--- config.mk ---
export PLATFORM = sky130hd
export DESIGN_NAME = tl_ctrl_nway
export DESIGN_NICKNAME = d
export VERILOG_FILES = /design/src/rtl/tl_pkg.sv /design/src/rtl/tl_prescaler.sv /design/src/rtl/tl_ctrl_nway.sv
export SDC_FILE = /design/constraint.sdc
export NUM_CORES = 1
export LEC_CHECK = 0
export BUFFER_PORTS_ARGS = -buffer_cell sky130_fd_sc_hd__buf_2
export CAP_MARGIN = 40
export CORE_MARGIN = 2
export CORE_UTILIZATION = 51
export DETAILED_ROUTE_END_ITERATION = 10
export PLACE_DENSITY = 0.7
export SLEW_MARGIN = 20
export SYNTH_ARGS = -nofsm -noshare
export SYNTH_HDL_FRONTEND = slang
export SYNTH_HIERARCHICAL = 1
export SYNTH_SLANG_ARGS = --single-unit
--- constraint.sdc ---
create_clock -name CK -period 5.45 [get_ports CK]
set_input_delay 0.545 -clock CK [delete_from_list [all_inputs] [get_ports CK]]
set_output_delay 0.545 -clock CK [all_outputs]
set_load 0.005 [all_outputs]
--- src/rtl/tl_pkg.sv ---
// Shared types and helpers for the N-way traffic-light controller.
// States, timer sizing and the rotating next-way search.
package tl_pkg;

  typedef enum logic [1:0] {
    ST_ARED,
    ST_GRN,
    ST_YLW,
    ST_FLASH
  } tl_state_e;

  localparam int MAX_WAYS = 8;
  localparam int IW       = 3;

  function automatic int tmr_w(
    input int gmax,
    input int ylw,
    input int ared
  );
    int m;
    m = gmax;
    if (ylw > m) m = ylw;
    if (ared > m) m = ared;
    return $clog2(m + 1);
  endfunction

  localparam int TW_DEF = tmr_w(12, 3, 1);

  // First latched way after cur, wrapping; way 0 is the fallback.
  function automatic logic [IW-1:0] next_way(
    input logic [MAX_WAYS-1:0] dl,
    input logic [IW-1:0]       cur,
    input int                  n
  );
    logic [IW-1:0] w;
    int idx;
    w = '0;
    for (int k = MAX_WAYS - 1; k >= 1; k--) begin
      idx = (int'(cur) + k) % n;
      if (k < n && dl[idx]) w = IW'(idx);
    end
    return w;
  endfunction

endpackage

--- src/rtl/tl_prescaler.sv ---
// Timing-tick generator: one tick every PRESCALE clocks,
// or every clock when TEST bypasses the divider.
module tl_prescaler #(
  parameter int PRESCALE = 16
) (
  input  logic CK,
  input  logic CLRN,
  input  logic TEST,
  output logic TICK
);

  localparam int PW = $clog2(PRESCALE);
  localparam logic [PW-1:0] LAST = PW'(PRESCALE - 1);

  logic [PW-1:0] cnt_q, cnt_d;

  assign TICK = TEST | (cnt_q == LAST);

  always_comb begin
    cnt_d = cnt_q + PW'(1);
    if (TEST || cnt_q == LAST) cnt_d = '0;
  end

  always_ff @(posedge CK or negedge CLRN) begin
    if (!CLRN) cnt_q <= '0;
    else       cnt_q <= cnt_d;
  end

endmodule

--- src/rtl/tl_ctrl_nway.sv ---
// N-approach traffic-light controller: min/max green, demand
// latching, yellow, all-red clearance and flashing mode.
module tl_ctrl_nway
  import tl_pkg::*;
#(
  parameter int N_WAYS    = 2,
  parameter int PRESCALE  = 16,
  parameter int T_GRN_MIN = 4,
  parameter int T_GRN_MAX = 12,
  parameter int T_YLW     = 3,
  parameter int T_ALLRED  = 1
) (
  input  logic                      CK,
  input  logic                      CLRN,
  input  logic                      TEST,
  input  logic                      FLASH,
  input  logic [N_WAYS-1:0]         DEMAND,
  output logic [N_WAYS-1:0]         GRN,
  output logic [N_WAYS-1:0]         YLW,
  output logic [N_WAYS-1:0]         RED,
  output logic [$clog2(N_WAYS)-1:0] CUR_WAY
);

  localparam int WW = $clog2(N_WAYS);
  localparam int TW = tmr_w(T_GRN_MAX, T_YLW, T_ALLRED);
  localparam logic [TW:0]   G_MIN  = (TW+1)'(T_GRN_MIN);
  localparam logic [TW:0]   G_MAX  = (TW+1)'(T_GRN_MAX);
  localparam logic [TW-1:0] L_YLW  = TW'(T_YLW);
  localparam logic [TW-1:0] L_ARED = TW'(T_ALLRED);
  localparam logic [TW-1:0] L_ONE  = TW'(1);
  localparam logic [N_WAYS-1:0] W0 = N_WAYS'(1);

  tl_state_e st_q, st_d;
  logic [TW-1:0] tm_q, tm_d;
  logic [TW:0] el1;
  logic [WW-1:0] cur_q, cur_d, nxt_q, nxt_d;
  logic [N_WAYS-1:0] dl_q, dl_d, dle, oth, oh, clr;
  logic [N_WAYS-1:0] grn_q, grn_d, ylw_q, ylw_d, red_q, red_d;
  logic fl_q, fl_d;
  logic tick, pend;

  tl_prescaler #(
    .PRESCALE(PRESCALE)
  ) u_pre (
    .CK  (CK),
    .CLRN(CLRN),
    .TEST(TEST),
    .TICK(tick)
  );

  always_comb begin
    st_d  = st_q;
    tm_d  = tm_q;
    cur_d = cur_q;
    nxt_d = nxt_q;
    fl_d  = fl_q;
    dle   = dl_q | W0;
    oth   = dle;
    oth[cur_q] = 1'b0;
    pend  = |oth;
    el1   = {1'b0, tm_q} + (TW+1)'(1);
    if (tick) begin
      unique case (st_q)
        ST_GRN: begin
          if ((pend && el1 >= G_MIN &&
               (!DEMAND[cur_q] || el1 >= G_MAX)) ||
              (FLASH && el1 >= G_MIN)) begin
            st_d = ST_YLW;
            tm_d = L_YLW;
          end else if (el1 >= G_MAX) begin
            tm_d = G_MAX[TW-1:0];
          end else begin
            tm_d = el1[TW-1:0];
          end
        end
        ST_YLW: begin
          if (tm_q <= L_ONE) begin
            st_d  = ST_ARED;
            tm_d  = L_ARED;
            nxt_d = WW'(next_way(MAX_WAYS'(dle),
                                 IW'(cur_q), N_WAYS));
          end else begin
            tm_d = tm_q - L_ONE;
          end
        end
        ST_ARED: begin
          if (tm_q <= L_ONE) begin
            if (FLASH) begin
              st_d = ST_FLASH;
              fl_d = 1'b1;
            end else begin
              st_d  = ST_GRN;
              cur_d = nxt_q;
              tm_d  = '0;
            end
          end else begin
            tm_d = tm_q - L_ONE;
          end
        end
        ST_FLASH: begin
          if (!FLASH) begin
            st_d  = ST_ARED;
            tm_d  = L_ARED;
            nxt_d = '0;
          end else begin
            fl_d = !fl_q;
          end
        end
        default: ;
      endcase
    end
  end

  // Lamps are registered from the next state so they move with it.
  always_comb begin
    oh    = W0 << cur_d;
    clr   = (st_d == ST_GRN && st_q != ST_GRN) ? oh : '0;
    dl_d  = (dl_q | (DEMAND & ~grn_q)) & ~clr;
    grn_d = '0;
    ylw_d = '0;
    red_d = '1;
    unique case (st_d)
      ST_GRN: begin
        grn_d = oh;
        red_d = ~oh;
      end
      ST_YLW: begin
        ylw_d = oh;
        red_d = ~oh;
      end
      ST_FLASH: begin
        ylw_d = fl_d ? W0 : '0;
        red_d = fl_d ? ~W0 : '0;
      end
      default: ;
    endcase
  end

  always_ff @(posedge CK or negedge CLRN) begin
    if (!CLRN) begin
      st_q  <= ST_ARED;
      tm_q  <= L_ARED;
      cur_q <= '0;
      nxt_q <= '0;
      fl_q  <= 1'b0;
      dl_q  <= '0;
      grn_q <= '0;
      ylw_q <= '0;
      red_q <= '1;
    end else begin
      st_q  <= st_d;
      tm_q  <= tm_d;
      cur_q <= cur_d;
      nxt_q <= nxt_d;
      fl_q  <= fl_d;
      dl_q  <= dl_d;
      grn_q <= grn_d;
      ylw_q <= ylw_d;
      red_q <= red_d;
    end
  end

  assign GRN     = grn_q;
  assign YLW     = ylw_q;
  assign RED     = red_q;
  assign CUR_WAY = cur_q;

endmodule

### Yosys cells after proc, flatten, opt, wreduce, memory -nomap -nowiden

Index checks and enable logic that the tools add are counted.

* reduce and logical (&&, ||, !) cells: 16
* div/mod/pow operators: 0
* bitwise gates (word level): 10
* equal/unequal tests: 11
* muxes and demuxes: 41
* magnitude comparators: 6
* multipliers: 0
* shift-type cells: 1
* add/subtract/negate cells: 4

Operators with widths (number)
* two-way mux 4 bit: 7
* two-way mux 2 bit: 9
* two-way mux 1 bit: 17
* one-hot mux 4 bit (4 select lines): 1
* == test 2 bit, second input constant: 4
* inverter 2 bit: 4
* one-hot mux 2 bit (2 select lines): 2
* one-hot mux 2 bit (4 select lines): 1
* AND 2 bit: 3
* adder 4 x 1 -> 5 bit, second input constant: 1
* >= comparator 5 x 3 -> 1 bit, second input constant: 1
* >= comparator 5 x 4 -> 1 bit, second input constant: 1
* logical AND 1 bit: 5
* less-than comparator 2 x 5 -> 1 bit, second input constant: 1
* adder 4 x 1 -> 4 bit, second input constant: 1
* == test 2 x 1 -> 1 bit, second input constant: 2
* == test 4 bit, second input constant: 1
* <= comparator 4 x 1 -> 1 bit, second input constant: 1
* inequality test 2 bit, second input constant: 2
* one-hot mux 1 bit (2 select lines): 2
* AND reduction 4 bit: 1
* OR reduction 2 bit: 2
* subtractor 4 x 1 -> 4 bit, second input constant: 1
* logical OR 1 bit: 3
* 15 further kinds: 16

* memories: 0
* memory bits (writable): 0
* output and inout port bits: 7
* bits in latches: 0
* register bits after elaboration: 21
* bits in read-only memories: 0
* input port bits: 6
* word-level logic and storage cells: 99

### Longest topological paths before layout

* word-level depth: 18
* gate-level depth with buffers: 10

### Modules after synthesis

The synthesis kept the hierarchy.

Modules (own cells, without submodules)
* tl_ctrl_nway: sequential area each 404.1 sq um, area an instance 1167.4 sq um, cells an instance 123, times used 1
* tl_prescaler: sequential area each 100.1 sq um, area an instance 172.7 sq um, cells an instance 14, times used 1

### Worst setup path before layout

No wires, ideal clock.

* kind: reg2reg
* from: reg tm_q[0]
* to: reg dl_q[1]
* stages on the path, launching flop included: 10
* path slack: 2.836 ns
* period minus slack after synthesis: 2.614 ns
* buffers on the path: 0
* arrival time: 2.488 ns
* data required time: 5.324 ns
* cell sequence: dfstp_2 -> inv_1 -> ha_1 -> nor2_2 -> o21ai_0 -> a2111oi_1 -> a211o_1 -> ha_1 -> inv_1 -> o32a_1

* cells in the longest elaborated chain, start to end: 13
* elaborated cells on any way between the ends: 23
* classes of those cells: 1 x add/sub; 3 x order compare; 1 x eq/ne; 1 x shift; 9 x mux; 2 x bitwise; 6 x reduce/logical

RTL lines
* start, declared: line tl_ctrl_nway.sv:34 `logic [TW-1:0] tm_q, tm_d;`
* start signal, assigned: line tl_ctrl_nway.sv:152 `tm_q <= tm_d;`
* adder 4 x 1 -> 5 bit: line tl_ctrl_nway.sv:61 `el1 = {1'b0, tm_q} + (TW+1)'(1);`
* >= comparator 5 x 3 -> 1 bit or >= comparator 5 x 4 -> 1 bit (tied branches): line tl_ctrl_nway.sv:65, tl_ctrl_nway.sv:67, tl_ctrl_nway.sv:66
* logical AND 1 bit or logical OR 1 bit (tied branches): line tl_ctrl_nway.sv:65, tl_ctrl_nway.sv:66
* logical AND 1 bit: line tl_ctrl_nway.sv:65 `if ((pend && el1 >= G_MIN &&`
* logical OR 1 bit: line tl_ctrl_nway.sv:66 `(!DEMAND[cur_q] || el1 >= G_MAX)) ||`
* two-way mux 2 bit: line tl_ctrl_nway.sv:65
* one-hot mux 2 bit (4 select lines) *: line tl_ctrl_nway.sv:63 `unique case (st_q)`
* two-way mux 2 bit *: line tl_ctrl_nway.sv:62 `if (tick) begin`
* net st_d[0]: line tl_ctrl_nway.sv:33 `tl_state_e st_q, st_d;`
* == test 2 x 1 -> 1 bit *: line tl_ctrl_nway.sv:117 `clr = (st_d == ST_GRN && st_q != ST_GRN) ? oh : '0;`
* logical AND 1 bit *: line tl_ctrl_nway.sv:117
* two-way mux 2 bit *: line tl_ctrl_nway.sv:117
* inverter 2 bit *: line tl_ctrl_nway.sv:118 `dl_d = (dl_q | (DEMAND & ~grn_q)) & ~clr;`
* AND 2 bit *: line tl_ctrl_nway.sv:118
* net dl_d[1]: line tl_ctrl_nway.sv:37 `logic [N_WAYS-1:0] dl_q, dl_d, dle, oth, oh, clr;`
* end signal, assigned: line tl_ctrl_nway.sv:156 `dl_q <= dl_d;`
* end, declared: line tl_ctrl_nway.sv:37

The timed path passes the listed nets; every way through them passes the cells marked *.
A chain may end at the register's enable or synchronous reset.

### Worst setup path after layout

* from: reg tm_q[0]
* to: reg red_q[1] (netlist: RED[1])

* cells in the longest elaborated chain, start to end: 11
* elaborated cells on any way between the ends: 28
* classes of those cells: 1 x add/sub; 3 x order compare; 3 x eq/ne; 1 x shift; 13 x mux; 1 x bitwise; 6 x reduce/logical

RTL lines
* adder 4 x 1 -> 5 bit: line tl_ctrl_nway.sv:61
* >= comparator 5 x 3 -> 1 bit or >= comparator 5 x 4 -> 1 bit (tied branches): line tl_ctrl_nway.sv:65, tl_ctrl_nway.sv:67, tl_ctrl_nway.sv:66
* logical AND 1 bit or logical OR 1 bit (tied branches): line tl_ctrl_nway.sv:65, tl_ctrl_nway.sv:66
* logical AND 1 bit: line tl_ctrl_nway.sv:65
* logical OR 1 bit: line tl_ctrl_nway.sv:66
* two-way mux 2 bit: line tl_ctrl_nway.sv:65
* one-hot mux 2 bit (4 select lines) *: line tl_ctrl_nway.sv:63
* two-way mux 2 bit *: line tl_ctrl_nway.sv:62
* net st_d[0]: line tl_ctrl_nway.sv:33
* == test 2 x 1 -> 1 bit or == test 2 bit (tied branches): line tl_ctrl_nway.sv:122 `unique case (st_d)`
* OR reduction 2 bit (no line)
* one-hot mux 2 bit (2 select lines) *: line tl_ctrl_nway.sv:122
* net red_d[1]: line tl_ctrl_nway.sv:38 `logic [N_WAYS-1:0] grn_q, grn_d, ylw_q, ylw_d, red_q, red_d;`
* end signal, assigned: line tl_ctrl_nway.sv:159 `red_q <= red_d;`
* end, declared: line tl_ctrl_nway.sv:38

Marked as above.

==> summary.txt <==
Run status
  • Status: finished clean

Setup path
  • Crit-path max FO: 8
  • Data arrival at the endpoint of the critical path: 3190 ps
  • Required time of the worst setup path: 5700 ps
  • Chain of cells forming the critical path: inv_1 > ha_1 > nor2_2 > o21ai_0 > a2111oi_1 > a211o_1 > ha_1 > a21boi_0 > a211o_1
  • Kind of critical path: reg -> reg
  • Highest-delay cell along the critical path: sky130_fd_sc_hd__dfstp_2
  • Startpoint type of the worst setup path: register
  • Largest stage delay, worst path: 610 ps
  • Element type at the critical path end: register

Global routing
  • Maximum number of pins on one net before global-route repair: 21
  • Overall routing resource usage: 19.2%
  • Via count of the first global-routing pass: 1041
  • Antenna violations before repair: 0
  • First-pass GRT wire length: 4.74 mm
  • Total congestion overflow after global routing: 0

Drt
  • Total vias in the final route: 1061
  • DRC errors left: 0
  • Number of design-rule violations left by the first detailed-router iteration: 18
  • Initial DRT Pass Iterations: 6
  • Detailed-route wire length per cell: 15.1 µm
  • Via density per instance: 5.86
  • Final antenna-violating net count: 0
  • Post-Route WL: 2.74 mm

STA
  • Part of the cycle the worst path needs: 53.8%
  • Slew margin rel.: 64.7%
  • Setup repair after global routing missed its margin: no
  • Number of failing hold endpoints at the final stage: 0
  • Max Slew Vio Count: 0
  • Clock period minus worst slack: 2930 ps
  • Worst setup skew after layout: 5.80 ps
  • Final setup violation count: 0
  • Worst Tran Pin Value: 528 ps
  • Final hold slack: 166 ps
  • Highest achievable clock rate: 341 MHz
  • Setup tns final: 0 ps
  • Crit path setup slack, layout: 2520 ps

Clock network
  • Clock root buffer: sky130_fd_sc_hd__clkbuf_4
  • Clock tree from TritonCTS: done
  • Number of buffers inserted by hold repair at cts: 0
  • Clock latency at the later pin of the worst-skew pair: 300 ps
  • Count of H-tree levels built during CTS: 1
  • Number of post-CTS setup repair buffers: 0
  • Clk slew on worst S/H paths: 120 ps
  • Clock tree buffer depth: 2
  • Clock buffers created by TritonCTS: 3
  • Number of sinks handled by clock tree synthesis: 20
  • Post-cts gate resize count: 0

Floorplan
  • DIE WIDTH: 55.3 µm
  • Starting density of the core: 54.1%
  • I/O pin count: 13
  • Standard-cell row count: 18
  • Die boundary height: 55.3 µm
  • Floorplan Core Area: 2480 µm²
  • Overall die area: 3050 µm²

Synthesis
  • Fraction of the mapped netlist area in compound gates: 24.2%
  • Synth warn: 6
  • Unique masters post-synth: 48
  • FF+latch count, synth: 20
  • Primary flip-flop cell chosen by synthesis mapping: sky130_fd_sc_hd__dfrtp_1
  • XOR/XNOR Fraction of Synth Area: 0.654%
  • Syn Inst Count: 137
  • Mean Syn Cell Area: 9.78 µm²
  • Synthesized-area fraction occupied by and/or/nand/nor cells: 18.1%
  • Part of the Yosys area used for sequential elements: 37.6%
  • Count of flip-flops with a built-in enable after synthesis: 0
  • Share of cell area taken by muxes after synthesis: 3.36%
  • Synthesized cell area: 1340 µm²
  • Synth Net Count: 156
  • Adder-cell share of the synthesized area: 12.1%
  • Dominant combinational cell family by area after synthesis: compound AO/OA/AOI/OAI gates
  • Synth async-reset ratio: 100%

Place
  • Post-detail-place hpwl: 2.11 mm
  • Count of input and output buffers: 12
  • Setup slack after placement: 2540 ps
  • Placer Congestion: 0.847

Pwr
  • Total power: 767 µW
  • Leak pwr: 0.679 nW
  • Power per cell area: 526 nW/µm²
  • Worst vdd rail ir drop: 0.326 mV

Finish
  • Final core utilization: 58.9%
  • Layout net count: 171
  • Number of inserted diodes: 0
  • Share of cells above drive strength 1: 19.2%
  • Layout overhead on the synthesized area: 8.87%

Min path
  • Worst hold path type: in -> async

Run
  • Count of maximum capacitance violations: 0
==> through the flow <==
stage	std cells	instance area (µm²)
6_report	181	1460
3_3_place_gp	177	1420
3_5_place_dp	177	1420
5_1_grt	181	1460
4_1_cts	181	1460
2_1_floorplan	137	1340
==> worst paths after layout <==
check,depth (start not counted),to,slack [ps],start
worst max-delay path,9,RED[1],2520,tm_q[0]
worst min-delay path,1,YLW[0],170,CLRN
worst max register to register,9,RED[1],2520,tm_q[0]
worst min register to register,1,u_pre/cnt_q[0],500,u_pre/cnt_q[0]
max in group asynchronous,1,tm_q[0],4940,CLRN
min in group CK,2,u_pre/cnt_q[2],440,TEST
==> placed cells by master (no fill, tap or decap), types with 2 or more instances in the layout <==
master / instances
sky130_fd_sc_hd__a211o_1: 2
sky130_fd_sc_hd__a21boi_0: 2
sky130_fd_sc_hd__a21o_1: 4
sky130_fd_sc_hd__a21oi_1: 8
sky130_fd_sc_hd__a311oi_1: 2
sky130_fd_sc_hd__a31o_2: 2
sky130_fd_sc_hd__a31oi_1: 3
sky130_fd_sc_hd__buf_2: 12
sky130_fd_sc_hd__clkbuf_4: 3
sky130_fd_sc_hd__dfrtp_1: 17
sky130_fd_sc_hd__dfstp_2: 3
sky130_fd_sc_hd__ha_1: 13
sky130_fd_sc_hd__inv_1: 10
sky130_fd_sc_hd__mux2i_1: 2
sky130_fd_sc_hd__nand2_1: 8
sky130_fd_sc_hd__nand2b_1: 2
sky130_fd_sc_hd__nor2_1: 9
sky130_fd_sc_hd__nor2b_1: 3
sky130_fd_sc_hd__nor3_1: 4
sky130_fd_sc_hd__nor4_1: 4
sky130_fd_sc_hd__o21a_1: 2
sky130_fd_sc_hd__o21ai_0: 8
sky130_fd_sc_hd__or2_2: 2
==> registers in the layout (all words and copies together), names as in the netlist <==
| register | cells |
|---|---|
| nxt_q | 1 |
| GRN | 2 |
| fl_q | 1 |
| RED | 2 |
| dl_q | 1 |
| st_q | 2 |
| tm_q | 4 |
| YLW | 2 |
| u_pre/cnt_q | 4 |
| CUR_WAY | 1 |
==> Yosys cell counts, types with 2 or more instances <==
master	instances	area share (%)
sky130_fd_sc_hd__a311oi_1	2	1.3
sky130_fd_sc_hd__a31o_2	2	1.3
sky130_fd_sc_hd__ha_1	13	12
sky130_fd_sc_hd__nor4_1	4	1.9
sky130_fd_sc_hd__dfrtp_1	17	32
sky130_fd_sc_hd__inv_1	10	2.8
sky130_fd_sc_hd__nor2b_1	3	1.4
sky130_fd_sc_hd__nor3_1	4	1.5
sky130_fd_sc_hd__dfstp_2	3	5.9
sky130_fd_sc_hd__o21ai_0	8	3.0
sky130_fd_sc_hd__or2_2	2	0.93
sky130_fd_sc_hd__nor2_1	9	2.5
sky130_fd_sc_hd__nand2b_1	2	0.93
sky130_fd_sc_hd__a31oi_1	3	1.4
sky130_fd_sc_hd__o21a_1	2	1.1
sky130_fd_sc_hd__a21oi_1	8	3.0
sky130_fd_sc_hd__nand2_1	8	2.2
sky130_fd_sc_hd__mux2i_1	2	1.5
sky130_fd_sc_hd__a21o_1	4	2.2
sky130_fd_sc_hd__a21boi_0	2	1.1
sky130_fd_sc_hd__a211o_1	2	1.3
==> area by class of cell <==
type                       count  area [µm²]
clock buffer                   4        36.3
sequential                    20         504
fill                         221        1020
multi-input combinational    105         783
inverter                      10        37.5
tap                           30        37.5
timing repair buffer          12        60.1
==> layer usage <==
layer | share of wire, % | GRT usage (%) | wire, µm | vias to the layer above
li1 | - | - | - | 537
met1 | 47 | 25.5 | 1280 | 497
met2 | 49 | 32.0 | 1350 | 19
met3 | 2.2 | 2.81 | 59 | 8
met4 | 2.1 | 6.27 | 57 | 0
met5 | 0 | 0 | 0 | -
==> cells by family after synthesis <==
family | after synthesis
flip-flops | 20
XOR/XNOR | 1
AND/OR/NAND/NOR | 43
multiplexers | 4
AO/OA/AOI/OAI | 44
buffers and inverters | 12
adder cells (fa/ha/maj) | 13
==> worst max-delay path: cells and delay by family (launching register included) <==
family / cells / cell delay (ps)
flip-flops: 1 / 610
adder cells (fa/ha/maj): 2 / 420
AND/OR/NAND/NOR: 1 / 400
buffers and inverters: 1 / 90
AO/OA/AOI/OAI: 5 / 1370
==> power breakdown <==
group	total (mW)	internal, mW	switching (mW)
registers	0.247	0.201	0.0457
logic	0.433	0.180	0.253
clock network	0.0869	0.0408	0.0462
total	0.767	0.422	0.345
Power figures use the tool's default switching activity.
